==> src/rtl/strum_vga_pkg.sv <==
// Shared constants, scan codes, decoder state type and the clamped axis step
// used by the VGA sprite overlay control path.
package strum_vga_pkg;

  localparam int SCREEN_W_DEF = 640;
  localparam int SCREEN_H_DEF = 480;
  localparam int SPRITE_W_DEF = 51;
  localparam int STEP_DEF     = 4;

  localparam logic [7:0] SC_BREAK = 8'hF0;
  localparam logic [7:0] SC_EXT   = 8'hE0;
  localparam logic [7:0] SC_W     = 8'h1D;
  localparam logic [7:0] SC_S     = 8'h1B;
  localparam logic [7:0] SC_A     = 8'h1C;
  localparam logic [7:0] SC_D     = 8'h23;
  localparam logic [7:0] SC_UP    = 8'h75;
  localparam logic [7:0] SC_DN    = 8'h72;
  localparam logic [7:0] SC_LT    = 8'h6B;
  localparam logic [7:0] SC_RT    = 8'h74;

  typedef enum logic [1:0] {IDLE, BRK, EXT, EXT_BRK} kbd_state_e;

  // Flag bit order is {right,left,down,up}.
  function automatic logic [3:0] wasd_mask(input logic [7:0] b);
    case (b)
      SC_W:    return 4'b0001;
      SC_S:    return 4'b0010;
      SC_A:    return 4'b0100;
      SC_D:    return 4'b1000;
      default: return 4'b0000;
    endcase
  endfunction

  function automatic logic [3:0] arrow_mask(input logic [7:0] b);
    case (b)
      SC_UP:   return 4'b0001;
      SC_DN:   return 4'b0010;
      SC_LT:   return 4'b0100;
      SC_RT:   return 4'b1000;
      default: return 4'b0000;
    endcase
  endfunction

  // One clamped step along an axis; opposing keys cancel out.
  function automatic logic [9:0] axis_step(input logic [9:0] pos, input logic dec,
                                           input logic inc, input logic [10:0] step,
                                           input logic [10:0] pmax);
    logic [10:0] p;
    logic [9:0]  r;
    p = {1'b0, pos};
    r = pos;
    if (dec && !inc) begin
      if (p < step) r = '0;
      else          r = 10'(p - step);
    end else if (inc && !dec) begin
      if (p + step > pmax) r = 10'(pmax);
      else                 r = 10'(p + step);
    end
    return r;
  endfunction

endpackage

==> src/rtl/sprite_motion_ctrl_if.sv <==
// Keyboard byte stream in, frame timing in, sprite position and key state out.
interface sprite_motion_ctrl_if;
  logic       scan_valid;
  logic [7:0] scan_data;
  logic       frame_end;
  logic [9:0] sprite_x;
  logic [9:0] sprite_y;
  logic [3:0] keys_held;
  logic       frame_pulse;

  modport master (output scan_valid, scan_data, frame_end,
                  input  sprite_x, sprite_y, keys_held, frame_pulse);
  modport slave  (input  scan_valid, scan_data, frame_end,
                  output sprite_x, sprite_y, keys_held, frame_pulse);
endinterface

==> src/rtl/ps2_key_tracker.sv <==
// PS/2 make/break decoder holding the four movement-key flags.
// Arrow keys (E0-prefixed) are decoded only when SPRITE_ARROW_KEYS_EN is defined.
module ps2_key_tracker
  import strum_vga_pkg::*;
(
  input  logic       clk,
  input  logic       reset,
  input  logic       scan_valid,
  input  logic [7:0] scan_data,
  output logic [3:0] keys_held
);

  kbd_state_e state_q, state_d;
  logic [3:0] keys_q, keys_d;

  always_ff @(posedge clk) begin
    if (reset) begin
      state_q <= IDLE;
      keys_q  <= '0;
    end else begin
      state_q <= state_d;
      keys_q  <= keys_d;
    end
  end

  always_comb begin
    state_d = state_q;
    keys_d  = keys_q;
    if (scan_valid) begin
      case (state_q)
        IDLE: begin
          if (scan_data == SC_BREAK)    state_d = BRK;
          else if (scan_data == SC_EXT) state_d = EXT;
          else                          keys_d  = keys_q | wasd_mask(scan_data);
        end
        BRK: begin
          keys_d  = keys_q & ~wasd_mask(scan_data);
          state_d = IDLE;
        end
`ifdef SPRITE_ARROW_KEYS_EN
        EXT: begin
          if (scan_data == SC_BREAK) state_d = EXT_BRK;
          else begin
            keys_d  = keys_q | arrow_mask(scan_data);
            state_d = IDLE;
          end
        end
        EXT_BRK: begin
          keys_d  = keys_q & ~arrow_mask(scan_data);
          state_d = IDLE;
        end
`else
        // Extended bytes (including a following F0) are swallowed.
        EXT:     state_d = IDLE;
        EXT_BRK: state_d = IDLE;
`endif
        default: state_d = IDLE;
      endcase
    end
  end

  assign keys_held = keys_q;

endmodule

==> src/rtl/sprite_motion_ctrl.sv <==
// Frame-rate sprite position sequencer: one clamped step per frame_end rise,
// driven by held keys. Optional arrow-key decode via SPRITE_ARROW_KEYS_EN.
module sprite_motion_ctrl
  import strum_vga_pkg::*;
#(
  parameter int SCREEN_W = SCREEN_W_DEF,
  parameter int SCREEN_H = SCREEN_H_DEF,
  parameter int SPRITE_W = SPRITE_W_DEF,
  parameter int STEP     = STEP_DEF,
  parameter int X_INIT   = 0,
  parameter int Y_INIT   = 0
)(
  input  logic                 clk,
  input  logic                 reset,
  sprite_motion_ctrl_if.slave  bus
);

  localparam logic [10:0] X_MAX  = 11'(SCREEN_W - SPRITE_W);
  localparam logic [10:0] Y_MAX  = 11'(SCREEN_H - SPRITE_W);
  localparam logic [10:0] STEP11 = 11'(STEP);

  logic [3:0] keys;
  logic       fe_cur_q, fe_prev_q, fe_prev_d;
  logic       seen_low_q, seen_low_d;
  logic       pulse_q, pulse_d;
  logic [9:0] x_q, x_d, y_q, y_d;
  logic       rise;

  ps2_key_tracker u_keys (
    .clk        (clk),
    .reset      (reset),
    .scan_valid (bus.scan_valid),
    .scan_data  (bus.scan_data),
    .keys_held  (keys)
  );

  // fe_cur_q keeps sampling through reset so a level held high across reset
  // must fall before a rise is accepted.
  always_ff @(posedge clk) fe_cur_q <= bus.frame_end;

  always_ff @(posedge clk) begin
    if (reset) begin
      fe_prev_q  <= 1'b0;
      seen_low_q <= 1'b0;
      pulse_q    <= 1'b0;
      x_q        <= 10'(X_INIT);
      y_q        <= 10'(Y_INIT);
    end else begin
      fe_prev_q  <= fe_prev_d;
      seen_low_q <= seen_low_d;
      pulse_q    <= pulse_d;
      x_q        <= x_d;
      y_q        <= y_d;
    end
  end

  always_comb begin
    rise       = fe_cur_q && !fe_prev_q && seen_low_q;
    fe_prev_d  = fe_cur_q;
    seen_low_d = seen_low_q | ~fe_cur_q;
    pulse_d    = rise;
    x_d        = x_q;
    y_d        = y_q;
    if (rise) begin
      y_d = axis_step(y_q, keys[0], keys[1], STEP11, Y_MAX);
      x_d = axis_step(x_q, keys[2], keys[3], STEP11, X_MAX);
    end
  end

  assign bus.sprite_x    = x_q;
  assign bus.sprite_y    = y_q;
  assign bus.keys_held   = keys;
  assign bus.frame_pulse = pulse_q;

endmodule

==> src/flat_wrapper.sv <==
// flat-port wrapper written by rule: the top's interface ports become plain ports
module sprite_motion_ctrl_flat import strum_vga_pkg::*;
#(
  parameter int SCREEN_W = SCREEN_W_DEF,
  parameter int SCREEN_H = SCREEN_H_DEF,
  parameter int SPRITE_W = SPRITE_W_DEF,
  parameter int STEP     = STEP_DEF,
  parameter int X_INIT   = 0,
  parameter int Y_INIT   = 0
)
  (clk, reset, bus_scan_valid, bus_scan_data, bus_frame_end, bus_sprite_x, bus_sprite_y, bus_keys_held, bus_frame_pulse);
  sprite_motion_ctrl_if bus_i ();
  input  logic clk;
  input  logic reset;
  input wire logic [$bits(bus_i.scan_valid)-1:0] bus_scan_valid;
  input wire logic [$bits(bus_i.scan_data)-1:0] bus_scan_data;
  input wire logic [$bits(bus_i.frame_end)-1:0] bus_frame_end;
  output wire logic [$bits(bus_i.sprite_x)-1:0] bus_sprite_x;
  output wire logic [$bits(bus_i.sprite_y)-1:0] bus_sprite_y;
  output wire logic [$bits(bus_i.keys_held)-1:0] bus_keys_held;
  output wire logic [$bits(bus_i.frame_pulse)-1:0] bus_frame_pulse;
  assign bus_i.scan_valid = bus_scan_valid;
  assign bus_i.scan_data = bus_scan_data;
  assign bus_i.frame_end = bus_frame_end;
  assign bus_sprite_x = bus_i.sprite_x;
  assign bus_sprite_y = bus_i.sprite_y;
  assign bus_keys_held = bus_i.keys_held;
  assign bus_frame_pulse = bus_i.frame_pulse;
  sprite_motion_ctrl #(.SCREEN_W(SCREEN_W), .SCREEN_H(SCREEN_H), .SPRITE_W(SPRITE_W), .STEP(STEP), .X_INIT(X_INIT), .Y_INIT(Y_INIT)) u_core (.clk(clk), .reset(reset), .bus(bus_i));
endmodule
==> config.mk <==
export PLATFORM = sky130hd
export DESIGN_NAME = sprite_motion_ctrl_flat
export DESIGN_NICKNAME = d
export VERILOG_FILES = /design/src/rtl/strum_vga_pkg.sv /design/src/rtl/sprite_motion_ctrl_if.sv /design/src/rtl/ps2_key_tracker.sv /design/src/rtl/sprite_motion_ctrl.sv /design/src/flat_wrapper.sv
export SDC_FILE = /design/constraint.sdc
export NUM_CORES = 1
export LEC_CHECK = 0
export ABC_AREA = 1
export CORE_AREA = 2 2 70 72
export CTS_CLUSTER_DIAMETER = 150
export DETAILED_ROUTE_END_ITERATION = 6
export DIE_AREA = 0 0 72 74
export GPL_TIMING_DRIVEN = 0
export HOLD_SLACK_MARGIN = 0.12
export PLACE_DENSITY_LB_ADDON = 0.12
export SLEW_MARGIN = 0
export SYNTH_ARGS = -nofsm -noshare
export SYNTH_HDL_FRONTEND = slang
export SYNTH_SLANG_ARGS = --single-unit
==> constraint.sdc <==
create_clock -name clk -period 2 [get_ports clk]
set_input_delay 0.3 -clock clk [delete_from_list [all_inputs] [get_ports clk]]
set_output_delay 0.3 -clock clk [all_outputs]
set_load 0.03 [all_outputs]
==> results.yml <==
setup_path:
  start_kind: "register"
  critical_path.startpoint: "u_core.u_keys.keys_held[1]"
  r2r_start: "u_core.u_keys.keys_held[1]"
  r2r_slack_ns: 0.17
  worstPathMaxFanout: 6
  required_ns: 2.17
  regToRegEndpoint: "u_core.bus.sprite_y[5]"
  crit_arrival_ns: 2.00
  critical_path_class: "reg2reg"
  cp-end-kind: "register"
  r2r_cells: 8
final_layout:
  stdcell_area_sq_um: 2544
  fillCellCount: 485
  syn2layout_area_growth_pct: 23.21
  final_cell_mix: "nand2_1, nor2_1, inv_1"
  utilization_pct: 55.32
  stdcell_count: 406
  num_antenna_cells: 0
  final_common_cell: "nand2_1"
  final_layout_size_suffix_gt1_share_pct: 10.80
  layout.nets: 373
place:
  dp.cells: 402
  dpl.hpwl_mm: 3.676
  place_area_sq_um: 2476
  gp_congestion: 0.8739
  portBuffers: 34
min_path:
  hold_class: "reg2reg"
  min_to: "u_core.fe_prev_q"
  hold_depth: 2
  holdCritStartpoint: "u_core.fe_cur_q"
power:
  p_leak_nw: 1.030
  powerDensity_nw_per_um2: 386.3
  ir_drop_mv: 0.5302
flow_run:
  drv_cap: 0
routing:
  num_vias: 2055
  drt.antenna.violating_nets: 0
  first_pass_iters: 4
  highest_layer: "met4"
  wl_per_cell_um: 11.71
  wirelength_mm: 4.756
  wl_met1_mm: 2.373
  drt_iter0_drc: 98
  avgViaCountPerCell: 5.062
  drt_drc_violations_left: 0
  route.met3.wl_um: 145
  dr_wl_met2_mm: 2.176
floorplanning:
  dieWidth_um: 72
  dieArea_sq_um: 5328
  core_area_sq_um: 4598
  io_pins: 37
  start_util_pct: 44.90
  die_y_um: 74
  num_rows: 25
timing:
  tightest_slew_ns: 0.5365
  min_period_ns: 1.827
  maxSlewViolCount: 0
  max_freq_mhz: 547.5
  fin_crit_sh_pct: 91.33
  finalSetupTns_ns: 0
  fin_skew_ns: 0.006754
  hold_viol: 0
  whs_ns: 0.4399
  slew_headroom_pct: 64.23
  final-setup-viol-count: 0
  rsz0062_at_grt: "no"
grt:
  grt_pass1_wl_mm: 8.169
  grt_antenna_before_repair: 0
  grt_pass1_vias: 1863
  grt_max_degree: 16
  grtUsageTotal_pct: 19.01
  overflow: 0
synth:
  synth_seq_cells: 28
  netlist_area_sq_um: 2064
  yosysSeqAreaShare_pct: 27.15
  syn_inst: 313
  ys_types: 37
  yosys_warnings: 0
  avgSynthCellArea_sq_um: 6.596
clocking:
  clkTransAtPathRegs_ns: 0.10
  cts_sinks: 28
  cts_htree_levels: 1
  holdBufCountCts: 0
  clock_latency_ns: 0.27
  cts_buffers: 3
  cts_tree: "yes"
  clk_path_buf_depth: 2
  cts_root_buffer: "clkbuf_8"
run_status:
  status: "finished, final reports clean"
report_power, final:
part,leakage [nW],switching (mW),internal (mW)
combinational,0.772,0.0389,0.0328
sequential,0.229,0.00197,0.559
clock,0.0288,0.174,0.176
worst max path at each step:
stage	cells after the start	to
2_1_floorplan	14	u_core.bus.sprite_y[2]
4_1_cts	11	u_core.bus.sprite_x[5]
3_3_place_gp	14	u_core.bus.sprite_y[2]
6_report	8	u_core.bus.sprite_y[5]
5_1_grt	14	u_core.bus.sprite_y[2]
3_5_place_dp	14	u_core.bus.sprite_y[2]
state kept, by name, summed over array words and instances (netlist names):
name                     cells
u_core.bus.sprite_x          9
u_core.bus.sprite_y          9
u_core.u_keys.keys_held      4
u_core.u_keys.state_q        2
u_core.bus.frame_pulse       1
u_core.fe_cur_q              1
u_core.fe_prev_q             1
u_core.seen_low_q            1
metal layers:
layer  track usage (%)  up-vias
met2             32.82       40
met3             3.252        5
met5                 0        -
met4             3.774        0
met1             25.27      917
li1                  -     1093
synth_stat cells:
cell	number	area, sq um
nand2_1	48	180.2
nor2_1	45	168.9
inv_1	40	150.1
dfxtp_1	28	560.5
a21oi_1	25	125.1
o21ai_0	24	120.1
nand3_1	15	75.07
xor2_1	12	105.1
nand4_1	10	62.56
ha_1	8	100.1
nor3_1	6	30.03
nor4_1	5	31.28
buf_4	4	30.03
nand2_2	4	25.02
a21oi_2	3	26.28
a31oi_1	3	18.77
buf_2	3	15.01
clkbuf_1	3	11.26
nor2_2	3	18.77
nor3_2	3	30.03
xnor2_1	3	26.28
a211oi_1	2	15.01
inv_2	2	7.510
and3_1	1	6.260
bufbuf_8	1	18.77
clkbuf_2	1	5.000
clkdlybuf4s15_2	1	11.26
conb_1	1	3.750
nand3_4	1	17.52
nand3b_1	1	7.510
nor2_4	1	11.26
nor3b_1	1	7.510
o211ai_1	1	7.510
o21a_1	1	7.510
o21ai_1	1	5.000
or2_2	1	6.260
xor2_2	1	16.27
layout make-up:
cell class / instances / area [sq um] / area share (%)
timing repair buffer: 34 / 340.3 / 13.38
multi-input combinational: 231 / 1261 / 49.58
sequential: 28 / 570.5 / 22.43
inverter: 42 / 157.7 / 6.198
buffer: 13 / 91.34 / 3.591
tap: 54 / 67.56 / 2.656
clock buffer: 4 / 55.05 / 2.164
kinds of logic after synthesis:
logic type / synth area share (%)
and+or+nand+nor: 32.85
AOI/OAI and AO/OA: 15.76
buffers and inverters: 12.06
DFF: 27.15
xor gates and xnor gates: 7.152
adders and majority gates: 4.849
other: 0.1816
worst max-delay path, stage by stage, from the launching register on:
cell	delay, ns
dfxtp_1	0.34
inv_1	0.06
ha_1	0.26
nor2_1	0.34
inv_1	0.17
nor2_2	0.23
nor2_1	0.08
a21oi_1	0.16
a21oi_1	0.09
what timing repair did:
| action | 4_1_cts | 5_1_grt |
|---|---|---|
| setup endpoints to repair | 1 | 15 |
| cloned | 0 | 0 |
| buffers inserted | 0 | 0 |
| resized for setup | 1 | 6 |
| endpoints found under the hold margin | 0 | 0 |
per-stage QoR:
| stage | total power, mW | worst slack [ns] |
|---|---|---|
| 2_1_floorplan | 0.6118 | 0.07399 |
| 4_1_cts | 0.9989 | 0.06981 |
| 6_report | 0.9828 | 0.1735 |
| 3_3_place_gp | 0.6479 | -0.04148 |
| 3_5_place_dp | 0.6489 | 0.01462 |
| 5_1_grt | 1.024 | 0.01561 |
Power figures use the tool's default switching activity.
